<file path="src/rtl/key_press_capture_pkg.sv">
// Shared definitions for the keypad front end: FSM states and one-hot key codes.
package key_press_capture_pkg;

  localparam int unsigned KEY_W = 4;

  typedef enum logic [1:0] {
    IDLE        = 2'd0,
    DEB_PRESS   = 2'd1,
    HELD        = 2'd2,
    DEB_RELEASE = 2'd3
  } state_t;

  localparam logic [KEY_W-1:0] KEY_1 = 4'h8;
  localparam logic [KEY_W-1:0] KEY_2 = 4'h4;
  localparam logic [KEY_W-1:0] KEY_3 = 4'h2;
  localparam logic [KEY_W-1:0] KEY_4 = 4'h1;

endpackage

</file>
<file path="src/rtl/key_synchroniser.sv">
// Parameterised-width 2-flop synchroniser for asynchronous inputs.
// Reset loads the caller-supplied idle level so no false edge follows reset.
module key_synchroniser #(
  parameter int unsigned W = 1
) (
  input  logic         i_clk,
  input  logic         i_rst,
  input  logic [W-1:0] i_rst_val,
  input  logic [W-1:0] i_async,
  output logic [W-1:0] o_sync
);

  logic [W-1:0] r_meta;
  logic [W-1:0] r_sync;

  always_ff @(posedge i_clk or posedge i_rst) begin
    if (i_rst) begin
      r_meta <= i_rst_val;
      r_sync <= i_rst_val;
    end else begin
      r_meta <= i_async;
      r_sync <= r_meta;
    end
  end

  assign o_sync = r_sync;

endmodule

</file>
<file path="src/rtl/key_press_capture.sv">
// Keypad front end: synchronise, debounce and encode a single key press as a
// held one-hot code plus a one-cycle strobe; multi-key patterns raise key_error.
module key_press_capture
  import key_press_capture_pkg::*;
#(
  parameter int unsigned DEBOUNCE_CYCLES = 500000,
  parameter bit          KEY_ACTIVE_LOW  = 1'b1,
  parameter int unsigned CNT_W           = 20
) (
  input  logic             clock,
  input  logic             reset,
  input  logic [KEY_W-1:0] key_raw,
  output logic [KEY_W-1:0] key_code,
  output logic             key_valid,
  output logic             key_error,
  output logic             busy
);

  localparam logic [KEY_W-1:0] RELEASED = {KEY_W{KEY_ACTIVE_LOW}};
  localparam logic [CNT_W-1:0] CNT_LAST = CNT_W'(DEBOUNCE_CYCLES - 1);
  localparam logic [CNT_W-1:0] CNT_MAX  = '1;

  function automatic logic is_one_hot(input logic [KEY_W-1:0] v);
    return (v == KEY_1) || (v == KEY_2) || (v == KEY_3) || (v == KEY_4);
  endfunction

  logic [KEY_W-1:0] w_sync;
  logic [KEY_W-1:0] w_p;

  state_t           r_state;
  logic [CNT_W-1:0] r_cnt;
  logic [KEY_W-1:0] r_cand;
  logic [KEY_W-1:0] r_key_code;
  logic             r_key_valid;
  logic             r_key_error;
  logic             r_busy;

  key_synchroniser #(
    .W (KEY_W)
  ) u_sync (
    .i_clk     (clock),
    .i_rst     (reset),
    .i_rst_val (RELEASED),
    .i_async   (key_raw),
    .o_sync    (w_sync)
  );

  // XOR with the released level yields 1 = pressed for either polarity.
  assign w_p = w_sync ^ RELEASED;

  always_ff @(posedge clock or posedge reset) begin
    if (reset) begin
      r_state     <= IDLE;
      r_cnt       <= '0;
      r_cand      <= '0;
      r_key_code  <= '0;
      r_key_valid <= 1'b0;
      r_key_error <= 1'b0;
      r_busy      <= 1'b0;
    end else begin
      r_key_valid <= 1'b0;
      r_key_error <= 1'b0;
      case (r_state)
        IDLE: begin
          if (w_p != '0) begin
            r_cand  <= w_p;
            r_cnt   <= '0;
            r_state <= DEB_PRESS;
            r_busy  <= 1'b1;
          end
        end
        DEB_PRESS: begin
          if (w_p != r_cand) begin
            r_state <= IDLE;
            r_busy  <= 1'b0;
          end else if (r_cnt == CNT_LAST) begin
            if (is_one_hot(r_cand)) begin
              r_key_code  <= r_cand;
              r_key_valid <= 1'b1;
            end else begin
              r_key_error <= 1'b1;
            end
            r_state <= HELD;
          end else if (r_cnt != CNT_MAX) begin
            r_cnt <= r_cnt + CNT_W'(1);
          end
        end
        HELD: begin
          // Pattern changes while held are ignored; only full release matters.
          if (w_p == '0) begin
            r_cnt   <= '0;
            r_state <= DEB_RELEASE;
          end
        end
        DEB_RELEASE: begin
          if (w_p != '0) begin
            r_state <= HELD;
          end else if (r_cnt == CNT_LAST) begin
            r_state <= IDLE;
            r_busy  <= 1'b0;
          end else if (r_cnt != CNT_MAX) begin
            r_cnt <= r_cnt + CNT_W'(1);
          end
        end
        default: begin
          r_state <= IDLE;
          r_busy  <= 1'b0;
        end
      endcase
    end
  end

  assign key_code  = r_key_code;
  assign key_valid = r_key_valid;
  assign key_error = r_key_error;
  assign busy      = r_busy;

endmodule
</file>
<file path="config.mk">
export PLATFORM = sky130hd
export DESIGN_NAME = key_press_capture
export DESIGN_NICKNAME = d
export VERILOG_FILES = /design/src/rtl/key_press_capture_pkg.sv /design/src/rtl/key_synchroniser.sv /design/src/rtl/key_press_capture.sv
export SDC_FILE = /design/constraint.sdc
export NUM_CORES = 1
export LEC_CHECK = 0
export CAP_MARGIN = 30
export CELL_PAD_IN_SITES_DETAIL_PLACEMENT = 0
export CELL_PAD_IN_SITES_GLOBAL_PLACEMENT = 2
export CORE_MARGIN = 3
export CORE_UTILIZATION = 34
export DETAILED_ROUTE_END_ITERATION = 10
export PLACE_DENSITY_LB_ADDON = 0.1
export SYNTH_ARGS = -nofsm -noshare
export SYNTH_HDL_FRONTEND = slang
export SYNTH_SLANG_ARGS = --single-unit
</file>
<file path="constraint.sdc">
create_clock -name clock -period 2.16 [get_ports clock]
set_input_delay 0.324 -clock clock [delete_from_list [all_inputs] [get_ports clock]]
set_output_delay 0.324 -clock clock [all_outputs]
set_load 0.01 [all_outputs]
</file>
==> qor.csv, run 1 <==
metric,value,unit
outcome,"complete, no violations",
post-place instance area,2510,um2
Sw Share,37.8,%
gr usage total,15.7,%
# DRC,0,
Seq. cell area,1040,um2
crit-path max FO,5,
clock slew at reported path FFs,80,ps
share of the clock period used by the worst path,99.2,%
P&R area growth vs syn,25.5,%
initial antenna violation count,0,
leakage power,0.00111,uW
first-pass GRT wire length,8960,um
"Arr. time, crit path",2330,ps
clock sinks,41,
final hold viol count,0,
Vias/cell,5.59,
asr flop ratio synth,100,%
die area,7280,um2
Die Span Y,85.4,um
Total Wirelength,5530,um
final setup fails,0,
HPWL after detailed placement,3910,um
Seq pwr share,39.8,%
power per cell area,912,nW/um2
xor/xnor share of the synthesized area,2.05,%
Setup CP Type,register to register,
Synth top area share,38.6,%
share of cells above drive strength 1,24.4,%
Startpoint Class,register,
sequential share of the synthesized area,48.4,%
combinational power share,34.0,%
largest net degree at the start of global routing,42,
Syn Inst Count,211,
simple-gate share of the synthesized area,22.2,%
Multi-input gate area,1080,um2
WL/cell,16.8,um
CTS tree,built,
ant diodes,0,
Mean Syn Cell Area,10.1,um2
fillers,574,
vias in the first global route,1737,
CP required,2350,ps
Starting Density,35.5,%
Final Worst Setup Slack,16.8,ps
CP max stage delay,430,ps
Synth Area in Compound Gates,20.5,%
via count,1840,
die width,85.4,um
Core Region,6030,um2
count of cell types in the netlist,47,
# port buffers,12,
Hold WC Path Type,register to register,
fmax,0.467,GHz
pre-CTS WS,-16.9,ps
fin. max-slew vios,0,
root buffer cell,clkbuf_8,
post-synthesis adder-cell area fraction,0.584,%
maximum clock path buffer count,2,
# hold bufs at CTS,0,
maximum vdd drop,0.648,mV
ys flop type,dfrtp_1,
CP cell instances,ha_4 -> nand4_1 -> or3_1 -> or2_4 -> nor3b_4 -> buf_6 -> mux2_4,
worst slew pin tran,527,ps
Clock power frac,26.2,%
Skew-Pair Late Insertion Delay,310,ps
switching pwr,927,uW
Pint,1520,uW
minimum clock period,2140,ps
post-route cell area,2690,um2
relative slew slack,64.8,%
H-tree depth,2,
Crit path max-delay family,simple AND/OR/NAND/NOR gates,
drt first pass iters,4,
post-synthesis mux area share,4.21,%
cell taking the most area after synthesis,dfrtp_1,
Ys Warns,0,
critical path endpoint category,register,
grt total ovfl,0,
drt first-iter violations,120,
"Net Count, Synth",218,
total CTS buffers,5,
row count,28,
CP Buf/Inv Count,1,
fin nets,260,
Post-synth EDFFs,0,
max cap viols,0,
Worst path slowest cell,dfrtp_1,
"FF+latch count, synth",41,
main combinational cell family by area after synthesis,simple AND/OR/NAND/NOR gates,
Final GP Congestion,0.868,
Area contributors post-synth,"dfrtp_1 39%, dfstp_2 9.8%, o21ai_0 4.2%",
RSZ-0062 raised after global routing,yes,
Antenna Nets Post-Route,0,
Final Skew,9.55,ps
worst hold margin,360,ps
I/O Pins,13,
Synth Cell Area,2140,um2
## per-layer routing
| layer | share of wire, % | wire length (um) | up-vias | global-route usage [%] |
|---|---|---|---|---|
| li1 | - | - | 890 | - |
| met1 | 48 | 2650 | 902 | 22.5 |
| met2 | 45 | 2500 | 40 | 23.2 |
| met3 | 5.5 | 303 | 8 | 3.40 |
| met4 | 1.5 | 81 | 0 | 5.76 |
| met5 | 0 | 0 | - | 0 |
## cells in the mapped netlist, types with 4 or more instances
master / count
dfrtp_1: 33
nand2_1: 23
o21ai_0: 18
nand3_1: 14
nor2_1: 13
o31ai_1: 12
dfstp_2: 8
nand4_1: 7
a32o_1: 5
clkbuf_1: 5
a31oi_1: 4
and3_1: 4
and4_1: 4
mux2_4: 4
nor3_1: 4
xor2_1: 4
## timing repair
| item | in CTS | in global routing |
|---|---|---|
| hold endpoints to repair | 0 | 0 |
| endpoints found under the setup margin | 4 | 5 |
| pin swaps | 1 | 5 |
| buffers inserted | 1 | 5 |
| resized for setup | 1 | 3 |
## flip-flops by register name (all words and copies together), names as in the netlist
signal and cells:
busy 1, key_code 4, key_error 1, key_valid 1
r_cand 4, r_cnt 20, r_state 2, u_sync.o_sync 4
u_sync.r_meta 4
## through the flow
stage	util, %	power, uW	setup TNS (ps)	cells
final	44.6	2450	0	329
after global routing	44.6	2590	-232	329
after CTS	43.7	2440	0	324
after detailed placement	41.6	1790	-36.9	315
after global placement	41.6	1760	0	315
after floorplan	-	1490	0	211
## placed cells by master, fill, tap and decap left out, types with 4 or more instances in the layout
master / count
mux2_4: 4
buf_4: 29
dfstp_2: 8
nand4_1: 7
clkdlybuf4s50_1: 12
nor2_1: 13
a31oi_1: 4
xor2_1: 4
o21ai_0: 18
nor3_1: 4
nand2_1: 23
nand3_1: 13
a32o_1: 5
o31ai_1: 12
and4_1: 4
clkbuf_8: 5
dfrtp_1: 33
and3_1: 4
## cell type report
class / count / area share (%)
tap: 75 / 3.49
multi-input combinational: 159 / 40.1
clock inverter: 3 / 1.72
sequential: 41 / 38.5
inverter: 4 / 0.559
timing repair buffer: 42 / 13.0
clock buffer: 5 / 2.56
## power groups by stage
stage | registers [uW] | logic, uW | clock network, uW
6_report | 976 | 833 | 642
5_1_grt | 988 | 927 | 679
4_1_cts | 967 | 811 | 658
3_5_place_dp | 982 | 806 | 0
3_3_place_gp | 972 | 787 | 0
2_1_floorplan | 957 | 530 | 0
## final timing paths
path / startpoint / end / slack, ps / cells past startpoint
max: r_cnt[0]$_DFFE_PP0P_ / key_code[3]$_DFFE_PP0P_ / 20 / 7
min: u_sync.r_meta[0]$_DFF_PP1_ / u_sync.o_sync[0]$_DFF_PP1_ / 360 / 0
max reg2reg: r_cnt[0]$_DFFE_PP0P_ / key_code[3]$_DFFE_PP0P_ / 20 / 7
min reg2reg: u_sync.r_meta[0]$_DFF_PP1_ / u_sync.o_sync[0]$_DFF_PP1_ / 360 / 0
max in group asynchronous: reset / u_sync.o_sync[3]$_DFF_PP1_ / 1330 / 3
min in group asynchronous: reset / r_cnt[2]$_DFFE_PP0P_ / 460 / 3
## cells by family (layout without fill, tap and decap cells)
kind of cell | Yosys count | count (layout)
AOI/OAI and AO/OA | 60 | 60
xor gates and xnor gates | 5 | 5
adders and majority gates | 1 | 1
buffers and inverters | 11 | 54
DFF | 41 | 41
muxes | 7 | 7
and+or+nand+nor | 86 | 86
No activity file was read; power rests on OpenSTA's default activity.
==> run 2, diff against run 1 <==
--- a/config.mk
+++ b/config.mk
@@ -11,6 +11,7 @@
 export CORE_MARGIN = 3
 export CORE_UTILIZATION = 34
 export DETAILED_ROUTE_END_ITERATION = 10
+export MAX_ROUTING_LAYER = met4
 export PLACE_DENSITY_LB_ADDON = 0.1
 export SYNTH_ARGS = -nofsm -noshare
 export SYNTH_HDL_FRONTEND = slang
==> run 2 against run 1 <==
  * Via count is 0.54% higher
  * Sequential power is essentially flat
  * Register-to-register slack barely moved
  * Sequential share of layout area is the same
  * Maximum frequency about the same
  * Worst setup slack better by 0.84 ps
  * Flip-flop and latch count stayed put
  * Die area unchanged
  * Final cell count is the same
  * Global-route usage up 0.47 points
  * First-iteration DRC count grew 3.3%
  * Utilization stayed put
  * Critical path type unchanged
  * Critical endpoint unchanged
  * Largest power group unchanged
  * Highest routed layer unchanged
==> qor.csv, run 2 (synthesized netlist as in run 1, its figures left out) <==
metric,value,unit,change
WL/cell,16.8,um,-0.33%
die area,7280,um2,unchanged
HPWL after detailed placement,3910,um,unchanged
Reg with most FFs,r_cnt,,
clock sinks,41,,unchanged
Die Span Y,85.4,um,unchanged
maximum clock path buffer count,2,,unchanged
H-tree depth,2,,unchanged
Final GP Congestion,0.882,,+1.6%
Startpoint Class,register,,
Hold EP,u_sync.o_sync[0]$_DFF_PP1_,,
Antenna Nets Post-Route,0,,unchanged
fin nets,260,,unchanged
Final Skew,9.43,ps,-0.124 ps
Hold WC Path Type,register to register,,
CP Buf/Inv Count,1,,unchanged
drt first pass iters,4,,unchanged
final hold viol count,0,,unchanged
Setup CP Type,register to register,,
"Arr. time, crit path",2330,ps,about the same
critical path endpoint category,register,,
die width,85.4,um,unchanged
total CTS buffers,5,,unchanged
I/O Pins,13,,unchanged
max reg flops,20,,unchanged
Util after Layout,44.6,%,unchanged
Crit Reg-Reg Endpoint,key_code[3]$_DFFE_PP0P_,,
fmax,0.467,GHz,about the same
maximum vdd drop,0.646,mV,-0.34%
initial antenna violation count,0,,unchanged
fillers,574,,unchanged
# port buffers,12,,unchanged
Hold Path Depth,0,,unchanged
Skew-Pair Late Insertion Delay,300,ps,about the same
fin. max-slew vios,0,,unchanged
Crit path max-delay family,simple AND/OR/NAND/NOR gates,,
CP max stage delay,430,ps,about the same
minimum clock period,2140,ps,-0.836 ps
Vias/cell,5.62,,+0.54%
outcome,"complete, no violations",,
# hold bufs at CTS,0,,unchanged
first-pass GRT wire length,8960,um,about the same
leakage power,0.00111,uW,unchanged
Worst path slowest cell,dfrtp_1,,
post-place instance area,2510,um2,unchanged
grt total ovfl,0,,unchanged
max cap viols,0,,unchanged
Starting Density,35.5,%,unchanged
final setup fails,0,,unchanged
Total Wirelength,5510,um,-0.33%
worst slew pin tran,529,ps,+1.35 ps
"most common cell after layout, fill and taps aside",dfrtp_1,,
worst hold start,u_sync.r_meta[0]$_DFF_PP1_,,
vias in the first global route,1736,,-0.058%
Setup TNS,0,ps,unchanged
drt first-iter violations,124,,+3.3%
CTS tree,built,,
via count,1850,,+0.54%
worst reg-to-reg setup slack,20,ps,about the same
power per cell area,911,nW/um2,about the same
# DRC,0,,unchanged
root buffer cell,clkbuf_8,,
Core Region,6030,um2,unchanged
CP cell instances,ha_4 -> nand4_1 -> or3_1 -> or2_4 -> nor3b_4 -> buf_6 -> mux2_4,,
row count,28,,unchanged
P&R area growth vs syn,25.5,%,unchanged
share of the clock period used by the worst path,99.2,%,about the same
gr usage total,16.2,%,+0.47 points
ant diodes,0,,unchanged
crit-path max FO,5,,unchanged
share of cells above drive strength 1,24.4,%,unchanged
R2R depth,7,,unchanged
CP required,2350,ps,about the same
clock slew at reported path FFs,80,ps,about the same
relative slew slack,64.8,%,-0.090 points
worst r2r src,r_cnt[0]$_DFFE_PP0P_,,
worst hold margin,360,ps,-0.0540 ps
most frequent cells in the layout,"33 x dfrtp_1, 29 x buf_4, 23 x nand2_1",,
RSZ-0062 raised after global routing,yes,,
post-route cell area,2690,um2,unchanged
largest net degree at the start of global routing,42,,unchanged
## run 2: cell counts in the layout (fill, tap and decap cells not counted)
Identical to the previous run, type by type.
## run 2: routing by layer
metal,share of wire (%),GRT usage [%]
met4,1.4,5.76
met5,0,-
met2,45,23.2
met3,4.8,3.30
met1,48,22.6
## run 2: what timing repair did
action                                  CTS  global route
endpoints found under the setup margin    4             5
pin swaps                                 1             5
gates resized for setup                   1             3
setup buffers                             1             5
## run 2: worst max path at each step
stage                         startpoint  slack, ps  depth (start not counted)                       to
finish              r_cnt[0]$_DFFE_PP0P_         20                          7  key_code[3]$_DFFE_PP0P_
global route        r_cnt[0]$_DFFE_PP0P_        -60                          7  key_code[3]$_DFFE_PP0P_
CTS                 r_cnt[0]$_DFFE_PP0P_         10                          7  key_code[3]$_DFFE_PP0P_
detailed placement  r_cnt[0]$_DFFE_PP0P_        -20                          6  key_code[3]$_DFFE_PP0P_
global placement    r_cnt[0]$_DFFE_PP0P_         60                          6  key_code[1]$_DFFE_PP0P_
floorplan           r_cnt[0]$_DFFE_PP0P_        110                          6  key_code[0]$_DFFE_PP0P_
## run 2: layout make-up
| cell class | instances | area [um2] | share of cell area [%] |
|---|---|---|---|
| inverters | 4 | 15.0 | 0.559 |
| well taps | 75 | 93.8 | 3.49 |
| clock inverters | 3 | 46.3 | 1.72 |
| clock buffers | 5 | 68.8 | 2.56 |
| flip-flops and latches | 41 | 1040 | 38.5 |
| repair buffers | 42 | 349 | 13.0 |
| multi-input cells | 159 | 1080 | 40.1 |
## run 2: stage by stage
stage               setup slack, ps  instances  total power [uW]
floorplan                       113        211              1490
global placement               57.2        315              1760
detailed placement            -16.9        315              1790
CTS                            10.9        324              2440
global route                  -58.3        329              2590
finish                         17.6        329              2450
## run 2: power breakdown
group | internal (uW) | switching [uW]
logic | 319 | 512
clock network | 346 | 297
registers | 859 | 117
==> run 3, diff against run 2 <==
--- a/config.mk
+++ b/config.mk
@@ -6,13 +6,13 @@
 export NUM_CORES = 1
 export LEC_CHECK = 0
 export CAP_MARGIN = 30
-export CELL_PAD_IN_SITES_DETAIL_PLACEMENT = 0
-export CELL_PAD_IN_SITES_GLOBAL_PLACEMENT = 2
 export CORE_MARGIN = 3
-export CORE_UTILIZATION = 34
+export CORE_UTILIZATION = 53
+export CTS_CLUSTER_DIAMETER = 200
 export DETAILED_ROUTE_END_ITERATION = 10
 export MAX_ROUTING_LAYER = met4
-export PLACE_DENSITY_LB_ADDON = 0.1
+export PLACE_DENSITY = 0.75
+export SLEW_MARGIN = 20
 export SYNTH_ARGS = -nofsm -noshare
 export SYNTH_HDL_FRONTEND = slang
 export SYNTH_SLANG_ARGS = --single-unit
==> run 3 against run 2 <==
  * Via count rose by 0.22%
  * Clock power is 18% lower
  * Global-route usage is 5.6 points higher
  * Flip-flop and latch count unchanged
  * Final area down 5.4%
  * Wire length down 12%
  * Worst setup slack better by 16 ps
  * Die area decreased by 34%
  * Final cell count is 12% lower
  * Critical path depth unchanged
==> qor.csv, run 3 (synthesized netlist as in run 1, its figures left out) <==
metric,value,unit,change
worst hold start,u_sync.r_meta[1]$_DFF_PP1_,,
Hold Path Depth,0,,unchanged
Finished Layout Cells,291,,-12%
Skew-Pair Late Insertion Delay,300,ps,about the same
"most common cell after layout, fill and taps aside",dfrtp_1,,
crit path launch,r_cnt[0]$_DFFE_PP0P_,,
max cap viols,0,,unchanged
# port buffers,12,,unchanged
gr usage total,21.8,%,+5.6 points
fin. max-slew vios,0,,unchanged
die width,69.6,um,-19%
Final GP Congestion,0.908,,+2.9%
CP required,2350,ps,about the same
Crit path max-delay family,simple AND/OR/NAND/NOR gates,,
Multi-input gate area,1070,um2,-0.70%
CP cell instances,ha_1 -> nand4_1 -> or3_4 -> or2_4 -> nor3b_4 -> buf_4 -> mux2_4,,
critical path endpoint category,register,,
Levels on crit path,7,,unchanged
final setup fails,0,,unchanged
row count,22,,-21%
WL/cell,16.7,um,-0.15%
Reg with most FFs,r_cnt,,
post-place instance area,2420,um2,-3.4%
worst r2r src,r_cnt[0]$_DFFE_PP0P_,,
drt first-iter violations,191,,+54%
most frequent cells in the layout,"33 x dfrtp_1, 23 x nand2_1, 19 x buf_4",,
R2R depth,7,,unchanged
I/O Pins,13,,unchanged
Antenna Nets Post-Route,0,,unchanged
"Arr. time, crit path",2320,ps,about the same
CP max stage delay,390,ps,-40 ps
initial antenna violation count,0,,unchanged
fmax,0.470,GHz,+0.75%
clock slew at reported path FFs,80,ps,about the same
final hold viol count,0,,unchanged
Final Skew,8.45,ps,-0.974 ps
clock sinks,41,,unchanged
fin nets,249,,-4.2%
Die Span Y,69.6,um,-19%
minimum clock period,2130,ps,-15.9 ps
Vias/cell,6.37,,+13%
Seq. cell area,1040,um2,unchanged
CP Buf/Inv Count,1,,unchanged
Starting Density,56.8,%,+21 points
RSZ-0062 raised after global routing,yes,,
via count,1854,,+0.22%
die area,4840,um2,-34%
max reg flops,20,,unchanged
first-pass GRT wire length,8250,um,-8.0%
share of the clock period used by the worst path,98.4,%,-0.74 points
Startpoint Class,register,,
met2 usage,32.9,%,+9.7 points
P&R area growth vs syn,18.7,%,
HPWL after detailed placement,3470,um,-11%
# DRC,0,,unchanged
crit-path max FO,4,,-1
largest net degree at the start of global routing,42,,unchanged
CTS tree,built,,
post-route cell area,2540,um2,-5.4%
fillers,267,,-53%
ant diodes,0,,unchanged
drt first pass iters,4,,unchanged
grt total ovfl,0,,unchanged
share of cells above drive strength 1,21.0,%,-3.4 points
worst slew pin tran,490,ps,-38.4 ps
# hold bufs at CTS,0,,unchanged
GR Layer Usage met1,29.3,%,+6.7 points
outcome,"complete, no violations",,
grt peak-use layer,met2,,
maximum vdd drop,0.547,mV,-15%
leakage power,0.00106,uW,-4.8%
Pwr Total,2300,uW,-6.0%
met3 usage,4.93,%,+1.6 points
maximum clock path buffer count,2,,unchanged
worst reg-to-reg setup slack,30,ps,+20 ps
power per cell area,906,nW/um2,-0.57%
H-tree depth,2,,unchanged
Worst path slowest cell,dfrtp_1,,
relative slew slack,67.3,%,+2.6 points
Util after Layout,67.4,%,+23 points
Hold WC Path Type,register to register,,
Setup CP Type,register to register,,
vias in the first global route,1702,,-2.0%
Placed Cells incl. Taps,281,,-11%
total CTS buffers,5,,unchanged
Total Wirelength,4870,um,-12%
Core Region,3770,um2,-37%
root buffer cell,clkbuf_8,,
run 3: final timing paths:
path | end
max reg2reg | key_code[2]$_DFFE_PP0P_
max in group asynchronous | u_sync.o_sync[3]$_DFF_PP1_
max | key_code[2]$_DFFE_PP0P_
min in group asynchronous | r_cand[1]$_DFFE_PP0P_
min | u_sync.o_sync[1]$_DFF_PP1_
min reg2reg | u_sync.o_sync[1]$_DFF_PP1_
run 3: metrics by stage:
| step | worst slack [ps] | hold slack (ps) | TNS, ps |
|---|---|---|---|
| final | 33.5 | 357 | 0 |
| after global routing | -38.3 | 361 | -253 |
| after CTS | 38.5 | 358 | 0 |
| after detailed placement | 58.1 | 347 | 0 |
| after global placement | 127 | 347 | 0 |
| after floorplan | 113 | 328 | 0 |
run 3: report_power, final:
part | leakage, uW | internal (uW) | switching, uW | total, uW
Sequential | 0.000531 | 859 | 112 | 971
Combinational | 0.000475 | 304 | 503 | 807
Clock | 0.0000512 | 259 | 266 | 525
run 3: per-layer routing:
layer | vias up | routed length (um) | share of wire (%)
met5 | - | 0 | 0
met2 | 68 | 2360 | 48
met3 | 5 | 312 | 6.4
met4 | 0 | 59 | 1.2
li1 | 876 | - | -
met1 | 905 | 2140 | 44
run 3: area by class of cell:
type,instances,area share (%)
clock buffer,6,3.25
tap,48,2.36
timing repair buffer,31,10.3
sequential,41,40.8
clock inverter,2,0.542
multi-input combinational,159,42.1
inverter,4,0.591
run 3: worst reg2reg max path: stages, from the launching register on:
cell     delay (ps)
dfrtp_1         390
ha_1            190
nand4_1         140
or3_4           360
or2_4           270
nor3b_4         220
buf_4           160
mux2_4          290
run 3: what timing repair did:
| action | 4_1_cts | 5_1_grt |
|---|---|---|
| resized for setup | 0 | 2 |
| setup buffers | 0 | 2 |
| setup endpoints to repair | 0 | 11 |
